### src/rtl/mem_bus_arbiter.sv
// mem_bus_arbiter: two-master, non-pipelined req/gnt/rvalid memory port arbiter with a response watchdog; ports clk/reset (sync, active-high), m0_*/m1_* master sides, s_* slave side, bus_err timeout pulse; `ARB_ROUND_ROBIN_EN selects round-robin over fixed M0 priority
module mem_bus_arbiter #(
  parameter int ADDR_W = 32,
  parameter int DATA_W = 32,
  parameter int TIMEOUT = 255,
  parameter logic [DATA_W-1:0] ERR_DATA = 32'hDEAD_BEEF
) (
  input  logic                clk,
  input  logic                reset,
  input  logic                m0_req,
  input  logic                m0_we,
  input  logic [DATA_W/8-1:0] m0_be,
  input  logic [ADDR_W-1:0]   m0_addr,
  input  logic [DATA_W-1:0]   m0_wdata,
  output logic                m0_gnt,
  output logic                m0_rvalid,
  output logic [DATA_W-1:0]   m0_rdata,
  input  logic                m1_req,
  input  logic                m1_we,
  input  logic [DATA_W/8-1:0] m1_be,
  input  logic [ADDR_W-1:0]   m1_addr,
  input  logic [DATA_W-1:0]   m1_wdata,
  output logic                m1_gnt,
  output logic                m1_rvalid,
  output logic [DATA_W-1:0]   m1_rdata,
  output logic                s_req,
  output logic                s_we,
  output logic [DATA_W/8-1:0] s_be,
  output logic [ADDR_W-1:0]   s_addr,
  output logic [DATA_W-1:0]   s_wdata,
  input  logic                s_gnt,
  input  logic                s_rvalid,
  input  logic [DATA_W-1:0]   s_rdata,
  output logic                bus_err
);
  localparam int WD_W = (TIMEOUT < 1) ? 1 : $clog2(TIMEOUT + 1);
  localparam logic [WD_W-1:0] WD_LAST = WD_W'((TIMEOUT > 0) ? TIMEOUT - 1 : 0);
  typedef enum logic [1:0] {IDLE, REQ, WAIT} state_t;
  state_t          r_state, w_next;
  logic            r_owner, r_last;
  logic [WD_W-1:0] r_wd;
  logic            w_winner, w_gnt, w_rv;
  logic [DATA_W-1:0] w_rd;
`ifdef ARB_ROUND_ROBIN_EN
  assign w_winner = (m0_req && m1_req) ? ~r_last : m1_req;
`else
  // With no request the winner is a don't-care; falling back to last owner keeps r_last observable.
  assign w_winner = m0_req ? 1'b0 : (m1_req ? 1'b1 : r_last);
`endif
  always_ff @(posedge clk) begin
    if (reset) begin
      r_state <= IDLE;
      r_owner <= 1'b0;
      r_last  <= 1'b1;
      r_wd    <= '0;
    end else begin
      r_state <= w_next;
      if (r_state == IDLE && (m0_req || m1_req)) r_owner <= w_winner;
      if (r_state == REQ && s_gnt) begin
        r_last <= r_owner;
        r_wd   <= '0;
      end else if (r_state == WAIT) r_wd <= r_wd + 1'b1;
    end
  end
  always_comb begin
    w_next  = r_state;
    s_req   = 1'b0;
    s_we    = 1'b0;
    s_be    = '0;
    s_addr  = '0;
    s_wdata = '0;
    w_gnt   = 1'b0;
    w_rv    = 1'b0;
    w_rd    = '0;
    bus_err = 1'b0;
    case (r_state)
      IDLE: w_next = (m0_req || m1_req) ? REQ : IDLE;
      REQ: begin
        s_req   = 1'b1;
        s_we    = r_owner ? m1_we    : m0_we;
        s_be    = r_owner ? m1_be    : m0_be;
        s_addr  = r_owner ? m1_addr  : m0_addr;
        s_wdata = r_owner ? m1_wdata : m0_wdata;
        w_gnt   = s_gnt;
        w_next  = s_gnt ? WAIT : REQ;
      end
      WAIT: begin
        // A real response beats a watchdog expiry landing in the same cycle.
        if (s_rvalid) begin
          w_rv   = 1'b1;
          w_rd   = s_rdata;
          w_next = IDLE;
        end else if (TIMEOUT != 0 && r_wd == WD_LAST) begin
          w_rv    = 1'b1;
          w_rd    = ERR_DATA;
          bus_err = 1'b1;
          w_next  = IDLE;
        end
      end
      default: w_next = IDLE;
    endcase
  end
  assign m0_gnt    = w_gnt & ~r_owner;
  assign m1_gnt    = w_gnt & r_owner;
  assign m0_rvalid = w_rv & ~r_owner;
  assign m1_rvalid = w_rv & r_owner;
  assign m0_rdata  = r_owner ? '0 : w_rd;
  assign m1_rdata  = r_owner ? w_rd : '0;
endmodule
### config.mk
export PLATFORM = sky130hd
export DESIGN_NAME = mem_bus_arbiter
export DESIGN_NICKNAME = d
export VERILOG_FILES = /design/src/rtl/mem_bus_arbiter.sv
export SDC_FILE = /design/constraint.sdc
export NUM_CORES = 1
export LEC_CHECK = 0
export BUFFER_PORTS_ARGS = -buffer_cell sky130_fd_sc_hd__buf_4
export CELL_PAD_IN_SITES_DETAIL_PLACEMENT = 0
export CELL_PAD_IN_SITES_GLOBAL_PLACEMENT = 1
export CORE_AREA = 4 4 120 122
export CTS_BUF_LIST = sky130_fd_sc_hd__clkbuf_8 sky130_fd_sc_hd__clkbuf_16
export CTS_CLUSTER_SIZE = 24
export DETAILED_ROUTE_END_ITERATION = 10
export DIE_AREA = 0 0 124 126
export PLACE_DENSITY = 0.83
export RECOVER_POWER = 25
export SLEW_MARGIN = 30
export SYNTH_ARGS = -nofsm -noshare
export SYNTH_HDL_FRONTEND = slang
export SYNTH_SLANG_ARGS = --single-unit
### constraint.sdc
create_clock -name clk -period 5.4 [get_ports clk]
set_clock_uncertainty 0.15 [all_clocks]
set_input_delay 1.08 -clock clk [delete_from_list [all_inputs] [get_ports clk]]
set_output_delay 1.08 -clock clk [all_outputs]
set_load 0.03 [all_outputs]
==> out/results.tsv, run 1 <==
stage	metric	value	unit
status	status	completed	
clocking	H-tree Lvls	1	
sta	Total Neg Setup Slack	0	ns
clocking	Worst-path clk slew	0.04	ns
clocking	CTS tree	yes	
route	Routed WL per cell	16.1	um
global_route	vias in the first global route	3395	
sta	fin crit share	0.725	
sta	Final Hold Violating Endpoints	0	
synth	Avg Cell Area, Syn	6.71	sq um
synth	synth unique cells	34	
setup_path	worst path required time	4.17	ns
sta	Final min period	3.91	ns
floorplan	die span in x	124	um
global_route	initial antenna violation count	0	
floorplan	Die Area	15600	sq um
clocking	setup repair bufs after CTS	0	
setup_path	WP data arrival	2.68	ns
sta	Setup Viol. Count Final	0	
synth	Post-Synth XOR/XNOR Area	0.00398	
setup_path	slowest stage delay, CP	0.87	ns
synth	Net Count, Synth	506	
sta	relative slew slack	0.388	
synth	Post-Synth Adder-Cell Area	0.0114	
synth	post-synthesis register bit count	11	
floorplan	Core Area	13200	sq um
final_layout	fillers	1443	
floorplan	I/O pin cnt	315	
setup_path	FF-to-FF Start	r_owner	
sta	fmax	255	MHz
final_layout	layout cell share with drive strength beyond 1	0.515	
sta	Max Slew Vio Count	0	
clocking	hold-fix buffers at CTS	0	
synth	Cells after Synth	328	
global_route	GR Overflow Total	0	
route	WL final	12700	um
setup_path	crit path max-delay cell type	or4b_4	
route	Routed Antenna Nets	0	
clocking	Max clock buf depth	2	
route	drt drc	0	
setup_path	critical path class	input port to primary output	
power_and_ir_drop	pwr dens	136	nW/um^2
final_layout	commonest non-fill, non-tap cell in the layout	buf_4	
final_layout	Antenna Cells	0	
final_layout	Area Overhead vs Synth	110	%
clocking	Post-CTS Resized	0	
setup_path	CP Max Fanout	48	
synth	register area share after synthesis	0.100	
setup_path	Crit. End Element	primary output	
route	Initial DRC Count	99	
worst_hold_path	Hold Crit Start	r_wd[0]	
setup_path	Reg2Reg Capture Point	r_owner	
place	routability cong.	0.826	
worst_hold_path	worst hold path endpoint	r_wd[0]	
synth	yosys warns	0	
global_route	largest net degree at the start of global routing	52	
floorplan	Die Y	126	um
setup_path	CP dominant cell by count	buf_4	
setup_path	reg2reg setup slack	3.49	ns
place	Final HPWL DP	11000	um
setup_path	Crit path max-delay family	simple AND/OR/NAND/NOR gates	
floorplan	num rows	42	
clocking	Num CTS Buffers	3	
sta	Hold Slack	0.353	ns
setup_path	Worst R2R Path Depth	3	
sta	actual slew at the worst max-slew pin	0.918	ns
synth	mux contribution to synthesized area	0.318	
worst_hold_path	Tightest Hold Check Type	flip-flop to flip-flop	
clocking	clock root buffer	clkbuf_16	
setup_path	CP cell instances	buf_4 > or4b_4 > a21oi_1 > buf_4	
global_route	GRT Util Overall	0.146	
synth	Synth Area in Simple Gates	0.304	
worst_hold_path	Min-Delay Path Depth	2	
setup_path	CP Launch Type	input port	
synth	synthesized area	2200	sq um
clocking	clk_lat worst skew	0.24	ns
power_and_ir_drop	Leakage	0.00224	uW
route	TritonRoute pass-1 iters	4	
route	Vias	3459	
route	Via density	4.37	
global_route	first-pass GRT wire length	18200	um
sta	RSZ-0062 raised after global routing	false	
clocking	CTS Sinks	11	
job	max_cap viols	0	
synth	complex-gate fraction of the synthesized area	0.189	
power_and_ir_drop	maximum vdd drop	0.0713	mV
final_layout	commonest cells after routing, fill and taps aside	buf_4 (289), nor2_1 (74), mux2i_1 (70)	
floorplan	Initial Utilization	0.167	
place	Placed Area	4650	sq um
setup_path	WP buf/inv	2	
final_layout	Nets	794	
place	port bufs	314	
synth	largest family of logic cells by synthesized area	multiplexers	
final_layout	final instance area	4620	sq um
-- power breakdown --
| part | internal, uW | leakage (uW) | switching, uW |
|---|---|---|---|
| sequential | 84.1 | 0.0000900 | 11.2 |
| combinational | 178 | 0.00211 | 222 |
| clock | 97.3 | 0.0000423 | 38.0 |
-- cell families after synthesis --
logic type	count (synthesis)
adder cells (fa/ha/maj)	2
flip-flops	11
AND/OR/NAND/NOR	145
multiplexers	70
AO/OA/AOI/OAI	64
buffers and inverters	35
XOR/XNOR	1
-- metal layers --
metal  global-route usage  vias up  share of wire
met3               0.0502       19           0.11
met5                    0        -              0
li1                     -     1719              -
met2                0.269      180           0.52
met1                0.157     1541           0.35
met4               0.0393        0          0.025
-- worst max path at each step --
stage | start | cells after the start | end
after detailed placement | s_rvalid | 4 | m0_rdata[6]
final | s_rvalid | 4 | m0_rdata[6]
after global placement | s_rvalid | 4 | m1_rdata[30]
after global routing | s_rvalid | 4 | m0_rdata[13]
after CTS | s_rvalid | 4 | m0_rdata[6]
after floorplan | s_rvalid | 4 | m0_rdata[10]
-- cell usage after synthesis (all sizes together) --
master | count | area share
or3 | 3 | 0.0085
or3b | 1 | 0.0040
nand2b | 4 | 0.011
nand3 | 3 | 0.0068
nor4 | 1 | 0.0028
nor2 | 74 | 0.13
clkbuf | 19 | 0.032
dfxtp | 11 | 0.10
xnor2 | 1 | 0.0040
inv | 2 | 0.0034
ha | 2 | 0.011
and2 | 1 | 0.0028
nand3b | 3 | 0.010
o21ai | 2 | 0.0045
or4b | 1 | 0.0062
nand4 | 2 | 0.0085
o22ai | 1 | 0.0028
a21oi | 54 | 0.16
and3 | 17 | 0.048
buf | 14 | 0.038
o21a | 2 | 0.0068
a211oi | 2 | 0.0068
mux2i | 70 | 0.32
or4 | 2 | 0.0068
a2111oi | 1 | 0.0040
o31ai | 2 | 0.0068
nand2 | 29 | 0.049
nor2b | 2 | 0.0057
nand4b | 1 | 0.0040
nor3 | 1 | 0.0023
-- final cells by class --
class	count	area [sq um]	area share
Timing Repair Buffer	316	2270	0.491
Multi-Input combinational cell	282	1820	0.394
Sequential cell	11	224	0.0484
Tap cell	176	220	0.0476
Clock buffer	3	75.1	0.0162
Inverter	2	7.51	0.00162
Clock inverter	1	3.75	0.000812
-- registers in the layout, indices dropped and copies added (netlist names) --
| register | count |
|---|---|
| r_state | 2 |
| r_wd | 8 |
| r_owner | 1 |
-- tightest hold or removal path, stage by stage (launching register included) --
cell     delay [ns]
dfxtp_1        0.33
nand2_1        0.07
a21oi_1        0.06
-- stage by stage --
step | worst slack [ns] | power, uW | utilization | cells
after detailed placement | 1.50 | 513 | 0.352 | 787
after global routing | 1.44 | 666 | 0.351 | 791
final | 1.49 | 630 | 0.351 | 791
after CTS | 1.49 | 649 | 0.358 | 791
after global placement | 1.53 | 506 | 0.352 | 787
after floorplan | 1.66 | 308 | - | 328
Power figures use the tool's default switching activity.
==> run 2: changes to the inputs <==
--- a/config.mk
+++ b/config.mk
@@ -8,12 +8,12 @@
 export BUFFER_PORTS_ARGS = -buffer_cell sky130_fd_sc_hd__buf_4
 export CELL_PAD_IN_SITES_DETAIL_PLACEMENT = 0
 export CELL_PAD_IN_SITES_GLOBAL_PLACEMENT = 1
-export CORE_AREA = 4 4 120 122
+export CORE_AREA = 4 4 119 121
 export CTS_BUF_LIST = sky130_fd_sc_hd__clkbuf_8 sky130_fd_sc_hd__clkbuf_16
 export CTS_CLUSTER_SIZE = 24
 export DETAILED_ROUTE_END_ITERATION = 10
-export DIE_AREA = 0 0 124 126
-export PLACE_DENSITY = 0.83
+export DIE_AREA = 0 0 123 125
+export PLACE_DENSITY = 0.84
 export RECOVER_POWER = 25
 export SLEW_MARGIN = 30
 export SYNTH_ARGS = -nofsm -noshare
==> constraint.sdc (replaced) <==
create_clock -name clk -period 3.9 [get_ports clk]
set_clock_uncertainty 0.15 [all_clocks]
set_input_delay 0.78 -clock clk [delete_from_list [all_inputs] [get_ports clk]]
set_output_delay 0.78 -clock clk [all_outputs]
set_load 0.03 [all_outputs]
==> run 2 against run 1 <==
  * Global-route usage up 0.59 points
  * Via count down 0.49%
  * Combinational power grew 38%
  * Clock-buffer cell count did not move
  * Largest power group unchanged
==> out/results.tsv, run 2 (synthesized netlist as in run 1, its figures left out) <==
stage	metric	value	unit
clocking	Num CTS Buffers	3	
global_route	GR Overflow Total	0	
setup_path	worst path required time	2.97	ns
clocking	CTS tree	yes	
route	drt drc	0	
clocking	CTS Sinks	11	
clocking	hold-fix buffers at CTS	0	
sta	relative slew slack	0.527	
sta	fmax	306	MHz
global_route	first-pass GRT wire length	18800	um
setup_path	WP depth	4	
setup_path	Worst Setup SP	s_rvalid	
place	routability cong.	0.909	
sta	worst setup margin	0.629	ns
clocking	setup repair bufs after CTS	0	
sta	Total Neg Setup Slack	0	ns
setup_path	CP dominant cell by count	buf_4	
setup_path	slowest stage delay, CP	0.87	ns
setup_path	CP Max Fanout	48	
clocking	Max clock buf depth	2	
worst_hold_path	Tightest Hold Check Type	flip-flop to flip-flop	
final_layout	Top Registers	r_wd (8), r_state (2), r_owner (1)	
job	max_cap viols	0	
setup_path	WP buf/inv	2	
place	pre-CTS WS	0.608	ns
final_layout	Area Overhead vs Synth	112	%
clocking	Post-CTS Resized	0	
final_layout	Nets	798	
place	port bufs	314	
floorplan	Initial Utilization	0.168	
setup_path	Crit. End Element	primary output	
clocking	clk_lat worst skew	0.24	ns
setup_path	Worst R2R Path Depth	3	
route	TritonRoute pass-1 iters	4	
setup_path	CP cell instances	buf_4 > or4b_4 > a21oi_1 > buf_4	
setup_path	reg2reg setup slack	2.22	ns
final_layout	Most flops, register	r_wd	
power_and_ir_drop	pwr dens	188	nW/um^2
setup_path	WP data arrival	2.34	ns
final_layout	commonest cells after routing, fill and taps aside	buf_4 (294), nor2_1 (74), mux2i_1 (70)	
floorplan	Die Area	15400	sq um
floorplan	Core Area	13100	sq um
sta	fin crit share	0.839	
floorplan	I/O pin cnt	315	
route	Routed Antenna Nets	0	
sta	Final min period	3.27	ns
sta	RSZ-0062 raised after global routing	false	
sta	Final Hold Violating Endpoints	0	
power_and_ir_drop	overall power	875	uW
clocking	Worst-path clk slew	0.04	ns
floorplan	num rows	42	
global_route	initial antenna violation count	0	
sta	Max Slew Vio Count	0	
power_and_ir_drop	maximum vdd drop	0.0834	mV
route	Routed WL per cell	16.0	um
global_route	largest net degree at the start of global routing	49	
setup_path	Reg2Reg Capture Point	r_wd[7]	
setup_path	critical path class	input port to primary output	
setup_path	CP endpoint	m0_rdata[9]	
sta	actual slew at the worst max-slew pin	0.710	ns
route	Via density	4.33	
global_route	vias in the first global route	3439	
floorplan	Die Y	125	um
final_layout	layout cell share with drive strength beyond 1	0.522	
setup_path	FF-to-FF Start	r_state[0]	
final_layout	Antenna Cells	0	
setup_path	crit path max-delay cell type	or4b_4	
power_and_ir_drop	Leakage	0.00227	uW
route	WL final	12700	um
sta	Setup Viol. Count Final	0	
place	Placed Area	4670	sq um
final_layout	commonest non-fill, non-tap cell in the layout	buf_4	
setup_path	CP Launch Type	input port	
route	Vias	3442	
clocking	H-tree Lvls	1	
final_layout	Util after Layout	0.356	
route	Initial DRC Count	85	
floorplan	die span in x	123	um
clocking	clock root buffer	clkbuf_16	
final_layout	final instance area	4660	sq um
place	Final HPWL DP	10900	um
final_layout	max reg flops	8	
setup_path	Crit path max-delay family	simple AND/OR/NAND/NOR gates	
status	status	completed	
global_route	GRT Util Overall	0.152	
-- run 2: layout make-up --
| cell class | count | area [sq um] |
|---|---|---|
| clock inverter | 1 | 3.75 |
| multi-input combinational | 282 | 1820 |
| timing repair buffer | 320 | 2310 |
| sequential | 11 | 224 |
| inverter | 2 | 7.51 |
| tap | 176 | 220 |
| fill | 1385 | 8420 |
| clock buffer | 3 | 75.1 |
-- run 2: worst min-delay path by stage --
stage / from / to / slack (ns) / depth (start not counted)
2_1_floorplan: r_wd[0] / r_wd[0] / 0.31 / 2
3_3_place_gp: r_wd[0] / r_wd[0] / 0.32 / 2
3_5_place_dp: r_wd[0] / r_wd[0] / 0.33 / 2
4_1_cts: r_wd[0] / r_wd[0] / 0.34 / 2
5_1_grt: r_wd[0] / r_wd[0] / 0.37 / 2
6_report: r_wd[0] / r_wd[0] / 0.34 / 2
-- run 2: layer usage --
layer,GRT usage,wire length (um),vias up
met5,0,0,-
met4,0.0326,228,0
met3,0.0321,1150,12
met2,0.293,6750,171
met1,0.168,4560,1529
li1,-,-,1730
-- run 2: stage by stage --
stage          hold slack, ns  instances
3_3_place_gp            0.322        790
6_report                0.342        795
3_5_place_dp            0.335        790
5_1_grt                 0.369        795
2_1_floorplan           0.312        328
4_1_cts                 0.343        794
-- run 2: report_power, final --
part           total [uW]  internal (uW)  switching, uW
registers             136            116           20.0
logic                 553            250            303
clock network         186            135           51.2
total                 875            501            374
-- run 2: worst reg2reg max path, stage by stage, from the launching register on --
cell and delay, ns:
dfxtp_1 0.38, nand2b_1 0.36, or4_1 0.58, a21oi_1 0.15
